### src/rtl/piso_axis_packer_pkg.sv
// Shared constants for the PISO-to-AXIS packer and the load controller that
// gates PISO loads on frame_space.
package piso_axis_packer_pkg;

  localparam int unsigned DATA_WIDTH      = 16;
  localparam int unsigned PE_NUM          = 8;
  localparam int unsigned PACK_FIFO_DEPTH = 16;
  localparam int unsigned FCNT_W          = 16;
  localparam int unsigned SAMPLE_W        = 2 * DATA_WIDTH;

endpackage

### src/rtl/piso_axis_packer_if.sv
// AXI4-Stream bus carrying packed frames out of the packer.
interface piso_axis_packer_if #(
  parameter int unsigned TDATA_W = piso_axis_packer_pkg::SAMPLE_W
) ();

  logic [TDATA_W-1:0] m_tdata;
  logic               m_tvalid;
  logic               m_tready;
  logic               m_tlast;

  modport master (output m_tdata, output m_tvalid, output m_tlast, input m_tready);
  modport slave  (input m_tdata, input m_tvalid, input m_tlast, output m_tready);

endinterface

### src/rtl/piso_axis_packer_sync_fifo_fwft.sv
// First-word-fall-through synchronous FIFO; full/empty decode from the
// registered count so a same-cycle pop never admits a write.
module sync_fifo_fwft
  import piso_axis_packer_pkg::*;
#(
  parameter int unsigned WIDTH = SAMPLE_W + 1,
  parameter int unsigned DEPTH = PACK_FIFO_DEPTH,
  localparam int unsigned AW   = $clog2(DEPTH),
  localparam int unsigned CW   = AW + 1
) (
  input  logic             clk,
  input  logic             rst_n,
  input  logic             push_i,
  input  logic             pop_i,
  input  logic [WIDTH-1:0] din_i,
  output logic [WIDTH-1:0] dout_o,
  output logic             full_o,
  output logic             empty_o,
  output logic [CW-1:0]    count_o
);

  logic [WIDTH-1:0] mem_q [DEPTH];
  logic [AW-1:0]    wptr_q, wptr_d;
  logic [AW-1:0]    rptr_q, rptr_d;
  logic [CW-1:0]    count_q, count_d;
  logic             wr_en, rd_en;

  assign full_o  = (count_q == CW'(DEPTH));
  assign empty_o = (count_q == '0);
  assign count_o = count_q;
  assign wr_en   = push_i && !full_o;
  assign rd_en   = pop_i && !empty_o;

  // Head is forced to zero when empty so an idle bus shows all-zero data.
  assign dout_o  = empty_o ? '0 : mem_q[rptr_q];

  always_comb begin
    wptr_d  = wptr_q;
    rptr_d  = rptr_q;
    count_d = count_q + CW'(wr_en) - CW'(rd_en);
    if (wr_en) wptr_d = wptr_q + 1'b1;
    if (rd_en) rptr_d = rptr_q + 1'b1;
  end

  always_ff @(posedge clk) begin
    if (wr_en) mem_q[wptr_q] <= din_i;
  end

  always_ff @(posedge clk or negedge rst_n) begin
    if (!rst_n) begin
      wptr_q  <= '0;
      rptr_q  <= '0;
      count_q <= '0;
    end else begin
      wptr_q  <= wptr_d;
      rptr_q  <= rptr_d;
      count_q <= count_d;
    end
  end

endmodule

### src/rtl/piso_axis_packer.sv
// Groups the PISO serial sample stream into PE_NUM-sample frames, buffers
// them and presents them as AXI4-Stream with TLAST, frame-space and overflow.
module piso_axis_packer #(
  parameter int unsigned DATA_WIDTH = piso_axis_packer_pkg::DATA_WIDTH,
  parameter int unsigned PE_NUM     = piso_axis_packer_pkg::PE_NUM,
  parameter int unsigned FIFO_DEPTH = piso_axis_packer_pkg::PACK_FIFO_DEPTH,
  parameter int unsigned FCNT_W     = piso_axis_packer_pkg::FCNT_W
) (
  input  logic                    clk,
  input  logic                    rst_n,
  input  logic                    s_in_v,
  input  logic [2*DATA_WIDTH-1:0] s_in,
  piso_axis_packer_if.master      m_axis,
  output logic                    frame_space,
  output logic                    ovf,
  input  logic                    ovf_clr,
  output logic [FCNT_W-1:0]       frames_out
);

  import piso_axis_packer_pkg::*;

  localparam int unsigned SW = 2 * DATA_WIDTH;
  localparam int unsigned IW = $clog2(PE_NUM);
  localparam int unsigned CW = $clog2(FIFO_DEPTH) + 1;
  localparam logic [CW-1:0] DEPTH_C = CW'(FIFO_DEPTH);

  logic [IW-1:0]     idx_q, idx_d;
  logic              ovf_q, ovf_d;
  logic [FCNT_W-1:0] frames_q, frames_d;

  logic              idx_last;
  logic              fifo_full, fifo_empty, fifo_push, fifo_pop, drop;
  logic [CW-1:0]     fifo_count;
  logic [SW:0]       fifo_head;
  logic              head_last;
  logic [SW-1:0]     head_data;

  assign idx_last  = (idx_q == IW'(PE_NUM - 1));
  assign fifo_push = s_in_v && !fifo_full;
  assign drop      = s_in_v && fifo_full;
  assign fifo_pop  = !fifo_empty && m_axis.m_tready;
  assign {head_last, head_data} = fifo_head;

  sync_fifo_fwft #(
    .WIDTH (SW + 1),
    .DEPTH (FIFO_DEPTH)
  ) u_fifo (
    .clk     (clk),
    .rst_n   (rst_n),
    .push_i  (fifo_push),
    .pop_i   (fifo_pop),
    .din_i   ({idx_last, s_in}),
    .dout_o  (fifo_head),
    .full_o  (fifo_full),
    .empty_o (fifo_empty),
    .count_o (fifo_count)
  );

  assign m_axis.m_tvalid = !fifo_empty;
  assign m_axis.m_tdata  = head_data;
  assign m_axis.m_tlast  = head_last;
  assign frame_space     = (DEPTH_C - fifo_count) >= CW'(PE_NUM);
  assign ovf             = ovf_q;
  assign frames_out      = frames_q;

  // idx advances on every valid sample, stored or dropped, to keep alignment.
  always_comb begin
    idx_d    = idx_q;
    ovf_d    = ovf_q;
    frames_d = frames_q;
    if (s_in_v) idx_d = idx_last ? '0 : idx_q + 1'b1;
    if (drop)         ovf_d = 1'b1;
    else if (ovf_clr) ovf_d = 1'b0;
    if (fifo_pop && head_last) frames_d = frames_q + 1'b1;
  end

  always_ff @(posedge clk or negedge rst_n) begin
    if (!rst_n) begin
      idx_q    <= '0;
      ovf_q    <= 1'b0;
      frames_q <= '0;
    end else begin
      idx_q    <= idx_d;
      ovf_q    <= ovf_d;
      frames_q <= frames_d;
    end
  end

endmodule

### src/flat_wrapper.sv
// flat-port wrapper written by rule: the top's interface ports become plain ports
module piso_axis_packer_flat import piso_axis_packer_pkg::*;
#(
  parameter int unsigned DATA_WIDTH = piso_axis_packer_pkg::DATA_WIDTH,
  parameter int unsigned PE_NUM     = piso_axis_packer_pkg::PE_NUM,
  parameter int unsigned FIFO_DEPTH = piso_axis_packer_pkg::PACK_FIFO_DEPTH,
  parameter int unsigned FCNT_W     = piso_axis_packer_pkg::FCNT_W
)
  (clk, rst_n, s_in_v, s_in, frame_space, ovf, ovf_clr, frames_out, m_axis_m_tdata, m_axis_m_tvalid, m_axis_m_tlast, m_axis_m_tready);
  piso_axis_packer_if #(.TDATA_W(32)) m_axis_i ();
  input  logic clk;
  input  logic rst_n;
  input  logic s_in_v;
  input  logic [2*DATA_WIDTH-1:0] s_in;
  output logic frame_space;
  output logic ovf;
  input  logic ovf_clr;
  output logic [FCNT_W-1:0] frames_out;
  output wire logic [$bits(m_axis_i.m_tdata)-1:0] m_axis_m_tdata;
  output wire logic [$bits(m_axis_i.m_tvalid)-1:0] m_axis_m_tvalid;
  output wire logic [$bits(m_axis_i.m_tlast)-1:0] m_axis_m_tlast;
  input wire logic [$bits(m_axis_i.m_tready)-1:0] m_axis_m_tready;
  assign m_axis_m_tdata = m_axis_i.m_tdata;
  assign m_axis_m_tvalid = m_axis_i.m_tvalid;
  assign m_axis_m_tlast = m_axis_i.m_tlast;
  assign m_axis_i.m_tready = m_axis_m_tready;
  piso_axis_packer #(.DATA_WIDTH(DATA_WIDTH), .PE_NUM(PE_NUM), .FIFO_DEPTH(FIFO_DEPTH), .FCNT_W(FCNT_W)) u_core (.clk(clk), .rst_n(rst_n), .s_in_v(s_in_v), .s_in(s_in), .m_axis(m_axis_i), .frame_space(frame_space), .ovf(ovf), .ovf_clr(ovf_clr), .frames_out(frames_out));
endmodule
### config.mk
export PLATFORM = sky130hd
export DESIGN_NAME = piso_axis_packer_flat
export DESIGN_NICKNAME = d
export VERILOG_FILES = /design/src/rtl/piso_axis_packer_pkg.sv /design/src/rtl/piso_axis_packer_if.sv /design/src/rtl/piso_axis_packer_sync_fifo_fwft.sv /design/src/rtl/piso_axis_packer.sv /design/src/flat_wrapper.sv
export SDC_FILE = /design/constraint.sdc
export NUM_CORES = 1
export LEC_CHECK = 0
export ABC_AREA = 0
export BUFFER_PORTS_ARGS = -buffer_cell sky130_fd_sc_hd__buf_2
export CAP_MARGIN = 10
export CORE_AREA = 2 2 193 195
export CTS_CLUSTER_DIAMETER = 100
export CTS_CLUSTER_SIZE = 14
export DETAILED_ROUTE_END_ITERATION = 8
export DIE_AREA = 0 0 195 197
export PLACE_DENSITY = 0.83
export SETUP_SLACK_MARGIN = 0.4
export SLEW_MARGIN = 20
export SYNTH_ARGS = -nofsm -noshare
export SYNTH_HDL_FRONTEND = slang
export SYNTH_SLANG_ARGS = --single-unit
### constraint.sdc
create_clock -name clk -period 4.95 [get_ports clk]
set_input_delay 0.99 -clock clk [delete_from_list [all_inputs] [get_ports clk]]
set_output_delay 0.99 -clock clk [all_outputs]
set_load 0.005 [all_outputs]
## Word level (Yosys, flattened, before mapping)

Memories as Yosys holds them, arrays and structs flattened.
Cells that the tools add are included.

- Input bits: 37
- Bits in read-only memories: 0
- Memories kept: 1
- Output and inout bits: 52
- Flip-flop bits (word level): 33
- Latch bits: 0
- Bits in writable memories: 528
- Logic and storage cells: 33

- $add $sub $neg: 7
- Reduce and logical (&&, ||, !) cells: 10
- Eq/ne operators: 2
- Div/mod/pow operators: 0
- Shift operators: 0
- Muxes and demuxes: 6
- Bitwise logic cells: 0
- Magnitude comparators: 1
- Multipliers: 0

Memory list:

| name | words | bits a word | rd ports | clocked after memory_dff | wr ports | line | text |
|---|---|---|---|---|---|---|---|
| u_core.u_fifo.mem_q | 16 | 33 | 1 | 0 | 1 | piso_axis_packer_sync_fifo_fwft.sv:22 | `logic [WIDTH-1:0] mem_q [DEPTH];` |

Operators with widths:

| kind | count |
|---|---|
| $mux W33 | 1 |
| $add A16 B1 Y16 const B | 1 |
| $add A4 B1 Y4 const B | 2 |
| $logic_and A1 B1 Y1 | 6 |
| $add A5 B1 Y5 | 1 |
| $eq A5 B5 Y1 const B | 1 |
| $ge A5 B4 Y1 const B | 1 |
| $logic_not A5 Y1 | 1 |
| $sub A5 B1 Y5 | 1 |
| $sub A5 B5 Y5 const A | 1 |
| $mux W1 | 4 |
| $add A3 B1 Y3 const B | 1 |
| $eq A3 B3 Y1 const B | 1 |
| $mux W3 | 1 |
| $logic_not A1 Y1 | 2 |
| $reduce_bool A2 Y1 | 1 |

## Longest topological paths before layout

Gate-level depths: netlist (run 1).

- Word-level depth: 6
- Depth in mapped cells: 15
- Depth with buffers taken out: 14

## Hierarchy

Synthesis (run 1) repeated with hierarchy kept, for this count alone.

- Cells, all modules: 1013
- Area, all modules: 21954.8 µm²

By module, submodules not included:

| module | instances | seq. area each (µm²) | area an instance (µm²) | cells each |
|---|---|---|---|---|
| sync_fifo_fwft | 1 | 16180.5 | 20997.6 | 931 |
| piso_axis_packer | 1 | 500.5 | 957.2 | 82 |

## Worst setup path before layout (run 1)

OpenSTA, ideal clock, no wires.

- Kind: input-to-reg
- Start point: in s_in_v
- End point: mem u_core.u_fifo.mem_q[3][0] (netlist bit) (enable)
- Data required time: 4486 ps
- Path buffers: 1
- Stages: 4
- Path slack: 668 ps
- Library setup time: 464 ps
- Arrival time: 3818 ps
- Cell sequence: nor2b_1 > clkbuf_1 > nand2_1 > nor3_1

- Cells in the longest elaborated chain, start to end: 4

RTL lines:

| what | line | text |
|---|---|---|
| start, declared | flat_wrapper.sv:13 | `input logic s_in_v;` |
| $logic_and A1 B1 Y1 | piso_axis_packer.sv:39 | `assign fifo_push = s_in_v && !fifo_full;` |
| $logic_and A1 B1 Y1 | piso_axis_packer_sync_fifo_fwft.sv:31 | `assign wr_en = push_i && !full_o;` |
| $mux W1 | piso_axis_packer_sync_fifo_fwft.sv:46 | `if (wr_en) mem_q[wptr_q] <= din_i;` |
| $mux W1 (not written as such) | piso_axis_packer_sync_fifo_fwft.sv:46 |  |
| end, declared | piso_axis_packer_sync_fifo_fwft.sv:22 |  |

Every way passes these cells.

## Worst setup path after layout (run 1)

- Start point: reg u_core.u_fifo.rptr_q[0]
- End point: out m_axis_m_tdata[4]

- Cells in the longest elaborated chain, start to end: 2

RTL lines:

| what | line | text |
|---|---|---|
| start, declared | piso_axis_packer_sync_fifo_fwft.sv:24 | `logic [AW-1:0] rptr_q, rptr_d;` |
| start signal, assigned | piso_axis_packer_sync_fifo_fwft.sv:56 | `rptr_q <= rptr_d;` |
| $mem_v2 Z16 W33 | -- |  |
| $mux W33 | piso_axis_packer_sync_fifo_fwft.sv:35 | `assign dout_o = empty_o ? '0 : mem_q[rptr_q];` |
| end, declared | flat_wrapper.sv:19 | `output wire logic [$bits(m_axis_i.m_tdata)-1:0] m_axis_m_tdata;` |

Every way passes these cells.

==> results of run 1 <==
[stage by stage]
| stage | hold slack [ns] | setup WS [ns] | instances | power (W) |
|---|---|---|---|---|
| 2_1_floorplan | 0.465 | 0.668 | 953 | 0.00901 |
| 3_3_place_gp | 0.453 | 1.18 | 1498 | 0.0103 |
| 3_5_place_dp | 0.464 | 1.14 | 1498 | 0.0104 |
| 4_1_cts | 0.479 | 0.548 | 1554 | 0.0136 |
| 5_1_grt | 0.500 | 0.413 | 1556 | 0.0140 |
| 6_report | 0.478 | 0.605 | 1557 | 0.0135 |
[kinds of logic (layout without fill, tap and decap cells)]
kind of cell	after synthesis	after routing
flops	561	561
mux	173	173
simple gates	108	108
buf+inv	59	192
xor+xnor	26	26
fa+ha+maj	18	18
compound gates	8	8
other cells	0	3
[state kept, by name, summed over array words and instances (netlist names)]
signal and count:
u_core.u_fifo.mem_q 528, u_core.frames_out 16, u_core.u_fifo.count_o 5, u_core.u_fifo.rptr_q 4, u_core.u_fifo.wptr_q 4, u_core.idx_q 3, u_core.ovf 1
[power groups by stage]
stage	Combinational (W)	Clock (W)	Sequential (W)
CTS	0.00415	0.00323	0.00623
floorplan	0.00304	0	0.00597
global placement	0.00399	0	0.00627
finish	0.00410	0.00319	0.00623
detailed placement	0.00408	0	0.00631
global route	0.00439	0.00338	0.00628
[final timing paths]
check	end	slack (ns)	cells after the start
setup / recovery	m_axis_m_tdata[4]	0.60	5
hold / removal	u_core.frames_out[15]$_DFFE_PN0P_	0.48	1
setup reg to reg	u_core.u_fifo.mem_q[3][8]$_DFFE_PP_	1.33	8
hold reg to reg	u_core.frames_out[15]$_DFFE_PN0P_	0.48	1
max in group asynchronous	u_core.u_fifo.rptr_q[0]$_DFFE_PN0P_	3.89	1
min in group asynchronous	u_core.frames_out[3]$_DFFE_PN0P_	0.50	1
[routing by layer]
| metal | global-route usage [%] | share of wire [%] | up-vias |
|---|---|---|---|
| li1 | - | - | 4178 |
| met3 | 4.16 | 7.6 | 108 |
| met2 | 42.6 | 51 | 572 |
| met4 | 9.95 | 3.3 | 4 |
| met1 | 33.5 | 38 | 5295 |
| met5 | 0 | 0.062 | - |
[cells in the mapped netlist, types with 11 or more instances]
library cell	n
and2_1	33
buf_2	13
clkbuf_1	22
dfrtp_1	33
edfxtp_1	528
ha_1	17
inv_1	12
mux4_2	160
nand2_1	16
nand3_1	11
nor2_1	20
xnor2_1	18
[cell type report]
class | instances | area share [%]
multi-input combinational | 333 | 20.5
timing repair buffer | 124 | 3.53
tap | 468 | 2.40
sequential | 561 | 68.4
clock buffer | 54 | 4.84
antenna | 3 | 0.0308
clock inverter | 2 | 0.133
inverter | 12 | 0.185
[critical path, stage by stage (launching register included)]
cell,delay [ns]
dfrtp_4,0.94
buf_12,0.36
mux4_2,0.58
mux4_2,0.53
and2_1,0.19
buf_2,0.12
==> results.toml, run 1 <==
[layout]
finalNetCount = 1133
fill_cells = 2206
mostFrequentLayoutCell = "edfxtp_1"
multi_input_area_sq_um = 5000
seq_area_sq_um = 16700
layout_common_cells = "528 x edfxtp_1, 160 x mux4_2, 88 x buf_2"
areaGrowthSynthToFinish_pct = 11.6
fin_area_sq_um = 24400
drive_gt1_share_pct = 33.2
final_util_pct = 67.3

[critical_path]
critPathLaunchType = "flip-flop"
crit_type = "flip-flop to primary output"
timing.rr.start = "u_core.u_fifo.count_o[2]$_DFF_PN0_"
critPathRequiredTime_ns = 3.96
cp_max_fo = 38
setup.worst_path.start = "u_core.u_fifo.rptr_q[0]$_DFFE_PN0P_"
endpoint_kind = "primary output"
cp.arrival_ns = 3.36

[flow_run]
maxCapViolCount = 0

[timing]
setup_viol = 0
rsz0062_at_grt = "false"
worstMarginPinSlew_ns = 1.16
min_period_ns = 4.35
fmax_mhz = 230
final_hold_viol_count = 0
report.final.slew_viol_count = 0
relSlewSlack_pct = 22.7
finClkSkew_ns = 0.0142
tns_ns = 0
min_period_over_period_pct = 87.8

[power_and_ir_drop]
p_clk_share_pct = 23.6
power_leakage_nw = 7.98
p_comb_share_pct = 30.3
powerDensity_nw_per_um2 = 554
p_int_w = 0.00960
p_seq_share_pct = 46.1
peakVddDrop_uv = 277
power.switching_w = 0.00391
p_sw_share_pct = 29.0

[detailed_routing]
first_iter_violations = 1196
num_vias = 10200
drc = 0
viasPerCell = 6.52
ant_nets = 0
dr.pass1.iters = 5
wl_per_cell_um = 30.0
wirelength_mm = 46.8

[cts]
cts.sinks = 561
cts_htree_levels = 2
root_buffer = "clkbuf_16"
insertion_delay_ns = 0.56
cts_tree = "built"
cts_resized = 0
hold_buffers = 0
path_clk_slew_ns = 0.07
cts_buffer_depth = 3
postCtsSetupRepairBufs = 0
numCtsBuffers = 46

[global_route]
grt_overflow = 0
grt_pass1_vias = 10800
grt_max_degree = 53
grt_use_total_pct = 25.2
grt_pass1_wl_mm = 69.6
antenna_found_initial = 5

[placed_design]
portBuffers = 88
dpl.hpwl_mm = 25.3
place_area_sq_um = 23200
gp_congestion = 0.754

[logic_synthesis]
synth_top_cell_by_area = "edfxtp_1"
syn_inst = 953
synth_area_sq_um = 21900
synth_compound_area_share_pct = 0.366
async_flop_share_pct = 5.88
synth_top_family_by_area = "multiplexers"
seq_area_frac_synth_pct = 76.3
synthAdderAreaFrac_pct = 1.06
synthesis.nets = 1008
yosysWarnings = 0
synth_edf_count = 528
synth_top_flop_cell = "edfxtp_1"
syn-mean-instance-area_sq_um = 22.9
ys_seq_elements = 561
ys_top_cells_by_area = "edfxtp_1 73%, mux4_2 16%, dfrtp_1 3.8%"
muxShareOfSynthArea_pct = 17.1
synth_top_area_share_pct = 72.5
synthDistinctLibCells = 39
synthSimpleGateAreaFrac_pct = 2.74
synth_xor_area_share_pct = 1.04

[die]
dieArea_sq_um = 38400
initial_core_util_pct = 60.3
chipWidth_um = 195
io_pins = 89
die_h_um = 197
row_count = 70
core_sq_um = 36300

[run_status]
status = "finished clean"

[worst_hold_path]
worst_hold_path_type = "flip-flop to flip-flop"
min-delay-start = "u_core.frames_out[15]$_DFFE_PN0P_"
(Power assumes the default switching activity.)
==> run 2, diff against run 1 <==
--- a/config.mk
+++ b/config.mk
@@ -9,10 +9,12 @@
 export BUFFER_PORTS_ARGS = -buffer_cell sky130_fd_sc_hd__buf_2
 export CAP_MARGIN = 10
 export CORE_AREA = 2 2 193 195
+export CTS_BUF_LIST = sky130_fd_sc_hd__clkbuf_8 sky130_fd_sc_hd__clkbuf_16
 export CTS_CLUSTER_DIAMETER = 100
 export CTS_CLUSTER_SIZE = 14
 export DETAILED_ROUTE_END_ITERATION = 8
 export DIE_AREA = 0 0 195 197
+export GPL_TIMING_DRIVEN = 0
 export PLACE_DENSITY = 0.83
 export SETUP_SLACK_MARGIN = 0.4
 export SLEW_MARGIN = 20
==> results.toml, run 2 (same netlist as run 1, synthesis figures left out) <==
[run_status]
status = "finished clean"

[layout]
top_register = "u_core.u_fifo.mem_q"
fin_area_sq_um = 24900
finalNetCount = 1182
areaGrowthSynthToFinish_pct = 13.8
fill_cells = 2148
drive_gt1_share_pct = 34.2
mostFrequentLayoutCell = "edfxtp_1"
layout_common_cells = "528 x edfxtp_1, 160 x mux4_2, 103 x buf_2"
largest_reg_flops = 528

[critical_path]
endpoint_kind = "primary output"
timing.rr.end = "u_core.u_fifo.mem_q[2][16]$_DFFE_PP_"
timing.rr.start = "u_core.u_fifo.count_o[2]$_DFF_PN0_"
reg2reg_slack_ns = 1.72
critPathRequiredTime_ns = 3.96
crit_type = "flip-flop to primary output"
setup.worst_path.start = "u_core.u_fifo.rptr_q[1]$_DFFE_PN0P_"
cp.arrival_ns = 3.26
critPathLaunchType = "flip-flop"
setup.worst_path.end = "m_axis_m_tdata[10]"
rr_worst_depth = 10
cp_max_fo = 10

[cts]
root_buffer = "clkbuf_16"
hold_buffers = 0
cts_tree = "built"
cts_resized = 9
insertion_delay_ns = 0.56
cts_buffer_depth = 3
cts_htree_levels = 2
cts.sinks = 561
postCtsSetupRepairBufs = 0
numCtsBuffers = 46
path_clk_slew_ns = 0.07

[global_route]
grt_use_total_pct = 27.0
grt_max_degree = 34
grt_overflow = 0
grt_pass1_vias = 11200
grt_pass1_wl_mm = 73.5
antenna_found_initial = 3

[die]
dieArea_sq_um = 38400
chipWidth_um = 195
io_pins = 89
die_h_um = 197
core_sq_um = 36300
row_count = 70
initial_core_util_pct = 60.3

[worst_hold_path]
worst_hold_path_type = "flip-flop to flip-flop"
hold_depth = 1

[timing]
min_period_ns = 4.25
rsz0062_at_grt = "false"
finClkSkew_ns = 0.0136
relSlewSlack_pct = 33.2
setup_ws_ns = 0.697
final_hold_viol_count = 0
report.final.slew_viol_count = 0
fmax_mhz = 235
min_period_over_period_pct = 85.9
setup_viol = 0
worstMarginPinSlew_ns = 1.00

[detailed_routing]
wirelength_mm = 50.3
num_vias = 10700
ant_nets = 0
first_iter_violations = 1254
dr.pass1.iters = 7
drc = 0
wl_per_cell_um = 31.3
viasPerCell = 6.65

[power_and_ir_drop]
p_clk_share_pct = 23.1
p_sw_share_pct = 30.0
p_seq_share_pct = 42.6
power_leakage_nw = 8.27
peakVddDrop_uv = 286
powerDensity_nw_per_um2 = 559
p_int_w = 0.00974
p_comb_share_pct = 34.3
power.switching_w = 0.00418

[flow_run]
maxCapViolCount = 0

[placed_design]
portBuffers = 88
dp_slack_ns = 0.776
place_area_sq_um = 23600
dpl.hpwl_mm = 30.7
gp_congestion = 0.748
-- run 2: changes by cell type in the layout (fill, tap and decap cells not counted), moves of 7 or more --
cell | before | now
buf_2 | 88 | 103
buf_16 | 0 | 14
buf_6 | 0 | 11
clkbuf_1 | 8 | 17
inv_1 | 12 | 21
buf_4 | 24 | 16
buf_12 | 12 | 5
-- run 2: area by class of cell --
type,count,area [sq um],area share (%)
diodes,1,2.50,0.0101
plain buffers,47,274,1.10
clock buffers,47,1180,4.73
clock inverters,11,58.8,0.236
inverters,12,45.0,0.181
multi-input cells,333,4990,20.1
flip-flops and latches,561,16700,67.0
well taps,468,586,2.35
repair buffers,126,1070,4.32
-- run 2: how the worst min path moves through the flow --
stage	start	end	slack [ns]
after floorplan	u_core.frames_out[15]$_DFFE_PN0P_	u_core.frames_out[15]$_DFFE_PN0P_	0.46
after global placement	u_core.frames_out[15]$_DFFE_PN0P_	u_core.frames_out[15]$_DFFE_PN0P_	0.45
after detailed placement	u_core.frames_out[15]$_DFFE_PN0P_	u_core.frames_out[15]$_DFFE_PN0P_	0.46
after CTS	u_core.frames_out[15]$_DFFE_PN0P_	u_core.frames_out[15]$_DFFE_PN0P_	0.47
after global routing	u_core.frames_out[15]$_DFFE_PN0P_	u_core.frames_out[15]$_DFFE_PN0P_	0.48
final	u_core.frames_out[15]$_DFFE_PN0P_	u_core.frames_out[15]$_DFFE_PN0P_	0.47
-- run 2: through the flow --
stage          hold slack, ns  std cells  utilization [%]  TNS [ns]  power (W)
2_1_floorplan           0.465        953                -         0    0.00901
3_3_place_gp            0.453       1509             63.1   -356.68     0.0104
3_5_place_dp            0.460       1547             65.2         0     0.0107
4_1_cts                 0.475       1605             68.6         0     0.0140
5_1_grt                 0.482       1606             68.6         0     0.0144
6_report                0.471       1606             68.6         0     0.0139
-- run 2: power groups by stage --
| stage | Clock, W | Sequential (W) | Combinational (W) |
|---|---|---|---|
| after CTS | 0.00325 | 0.00593 | 0.00482 |
| after global placement | 0 | 0.00602 | 0.00437 |
| after detailed placement | 0 | 0.00601 | 0.00473 |
| final | 0.00322 | 0.00593 | 0.00477 |
| after global routing | 0.00341 | 0.00596 | 0.00504 |
| after floorplan | 0 | 0.00597 | 0.00304 |
-- run 2: per-layer routing --
layer  wire, um  global-route usage (%)  up-vias
li1           -                       -     4287
met1      17900                    35.1     5637
met2      26500                    46.5      654
met3       4500                    5.20      105
met4       1420                    9.44        4
met5         26                       0        -
-- run 2: critical path, stage by stage, from the launching register on --
cell and delay [ns]:
dfrtp_1 0.36, buf_2 0.28, clkbuf_2 0.38, clkdlybuf4s15_2 0.50
mux4_2 0.39, mux4_2 0.47, and2_1 0.19, buf_2 0.13
==> run 3, diff against run 2 <==
--- a/config.mk
+++ b/config.mk
@@ -8,12 +8,14 @@
 export ABC_AREA = 0
 export BUFFER_PORTS_ARGS = -buffer_cell sky130_fd_sc_hd__buf_2
 export CAP_MARGIN = 10
-export CORE_AREA = 2 2 193 195
+export CELL_PAD_IN_SITES_DETAIL_PLACEMENT = 2
+export CELL_PAD_IN_SITES_GLOBAL_PLACEMENT = 2
+export CORE_AREA = 2 2 215 217
 export CTS_BUF_LIST = sky130_fd_sc_hd__clkbuf_8 sky130_fd_sc_hd__clkbuf_16
 export CTS_CLUSTER_DIAMETER = 100
 export CTS_CLUSTER_SIZE = 14
 export DETAILED_ROUTE_END_ITERATION = 8
-export DIE_AREA = 0 0 195 197
+export DIE_AREA = 0 0 217 219
 export GPL_TIMING_DRIVEN = 0
 export PLACE_DENSITY = 0.83
 export SETUP_SLACK_MARGIN = 0.4
==> results.toml, run 3 (same netlist as run 1, synthesis figures left out) <==
[run_status]
status = "finished clean"

[layout]
final_util_pct = 56.0
finalNetCount = 1190
mostFrequentLayoutCell = "edfxtp_1"
drive_gt1_share_pct = 34.3
layout_common_cells = "528 x edfxtp_1, 160 x mux4_2, 102 x buf_2"
seq_area_sq_um = 16700
multi_input_area_sq_um = 4990
largest_reg_flops = 528
top_register = "u_core.u_fifo.mem_q"
final_cells = 1758
areaGrowthSynthToFinish_pct = 15.5
fill_cells = 3704

[die]
chipWidth_um = 217
initial_core_util_pct = 48.5
dieArea_sq_um = 47500
core_sq_um = 45100
row_count = 78
io_pins = 89
die_h_um = 219

[detailed_routing]
ant_nets = 0
wirelength_mm = 65.3
viasPerCell = 6.17
wl_per_cell_um = 37.1
first_iter_violations = 1271
dr_wl_met3_mm = 3.60
num_vias = 10800
top_layer = "met4"
wirelength_met1_mm = 25.0
wl_met2_mm = 34.7
dr.pass1.iters = 5
drc = 0

[cts]
cts_buffer_depth = 3
insertion_delay_ns = 0.59
cts_tree = "built"
cts.sinks = 561
numCtsBuffers = 46
path_clk_slew_ns = 0.07
root_buffer = "clkbuf_16"
hold_buffers = 0
cts_htree_levels = 2

[timing]
timing.hold.ws_ns = 0.497
setup_viol = 0
fmax_mhz = 225
min_period_ns = 4.45
relSlewSlack_pct = 29.6
report.final.slew_viol_count = 0
min_period_over_period_pct = 90.0
worstMarginPinSlew_ns = 1.06
setup_ws_ns = 0.496
finClkSkew_ns = 0.0184
tns_ns = 0
final_hold_viol_count = 0
rsz0062_at_grt = "false"

[critical_path]
crit_type = "flip-flop to primary output"
cp_max_fo = 10
endpoint_kind = "primary output"
critPathLaunchType = "flip-flop"
critPathRequiredTime_ns = 3.96
cp.arrival_ns = 3.46
path_cells = "buf_2 -> clkbuf_2 -> clkbuf_1 -> mux4_2 -> mux4_2 -> and2_1 -> buf_2"
critPathSlowestCell = "clkbuf_1"
max_stage_delay_ns = 0.58

[placed_design]
portBuffers = 88
dp_slack_ns = 0.677
gp_congestion = 0.708
dpl.hpwl_mm = 44.6
dp_cells = 1687

[global_route]
grt_pass1_vias = 12200
antenna_found_initial = 2
grt_overflow = 0
grt_pass1_wl_mm = 93.7
grt_max_degree = 34
grt_use_total_pct = 28.7

[power_and_ir_drop]
powerDensity_nw_per_um2 = 570
power_leakage_nw = 8.40
peakVddDrop_uv = 389

[flow_run]
maxCapViolCount = 0

[worst_hold_path]
worst_hold_path_type = "input port to asynchronous set/reset pin"
run 3: final cells by class:
type | count | area share, %
clock inverters | 23 | 0.480
flip-flops and latches | 561 | 66.0
inverters | 12 | 0.178
repair buffers | 134 | 4.90
multi-input cells | 333 | 19.8
diodes | 2 | 0.0198
plain buffers | 47 | 1.10
clock buffers | 46 | 4.56
well taps | 600 | 2.97
run 3: worst max-delay path, delay by kind of cell, from the launching register on:
family / cells / cell delay [ns]
flops: 1 / 0.38
mux: 2 / 0.93
buf+inv: 4 / 1.34
simple gates: 1 / 0.19
run 3: timing repair:
| item | 4_1_cts | 5_1_grt |
|---|---|---|
| setup buffers | 0 | 0 |
| endpoints found under the setup margin | 32 | 0 |
| gates resized for setup | 9 | 0 |
| endpoints found under the hold margin | 0 | 0 |
run 3: worst paths after layout:
check | start | endpoint | slack (ns) | cells after the start
worst max-delay path | u_core.u_fifo.rptr_q[1]$_DFFE_PN0P_ | m_axis_m_tdata[15] | 0.50 | 7
worst min-delay path | rst_n | u_core.frames_out[7]$_DFFE_PN0P_ | 0.50 | 1
worst max register to register | u_core.u_fifo.count_o[3]$_DFF_PN0_ | u_core.u_fifo.mem_q[0][9]$_DFFE_PP_ | 0.99 | 11
worst min register to register | u_core.frames_out[6]$_DFFE_PN0P_ | u_core.frames_out[6]$_DFFE_PN0P_ | 0.51 | 1
max in group asynchronous | rst_n | u_core.u_fifo.rptr_q[3]$_DFFE_PN0P_ | 3.93 | 1
min in group clk | u_core.frames_out[6]$_DFFE_PN0P_ | u_core.frames_out[6]$_DFFE_PN0P_ | 0.51 | 1
run 3: per-layer routing:
layer / global-route usage (%) / vias to the layer above
li1: - / 4311
met1: 36.5 / 5985
met3: 4.32 / 108
met4: 9.50 / 0
met5: 0 / -
met2: 50.9 / 435
run 3: stage by stage:
stage / power, W / instance area, sq um
after detailed placement: 0.0112 / 24000
after floorplan: 0.00901 / 21900
after global routing: 0.0149 / 25300
final: 0.0144 / 25300
after global placement: 0.0105 / 23100
after CTS: 0.0145 / 25300
run 3: where the power goes:
group / switching, W / internal, W / total (W)
combinational: 0.00273 / 0.00235 / 0.00508
clock: 0.00167 / 0.00168 / 0.00335
sequential: 0.000221 / 0.00575 / 0.00597
total: 0.00462 / 0.00978 / 0.0144
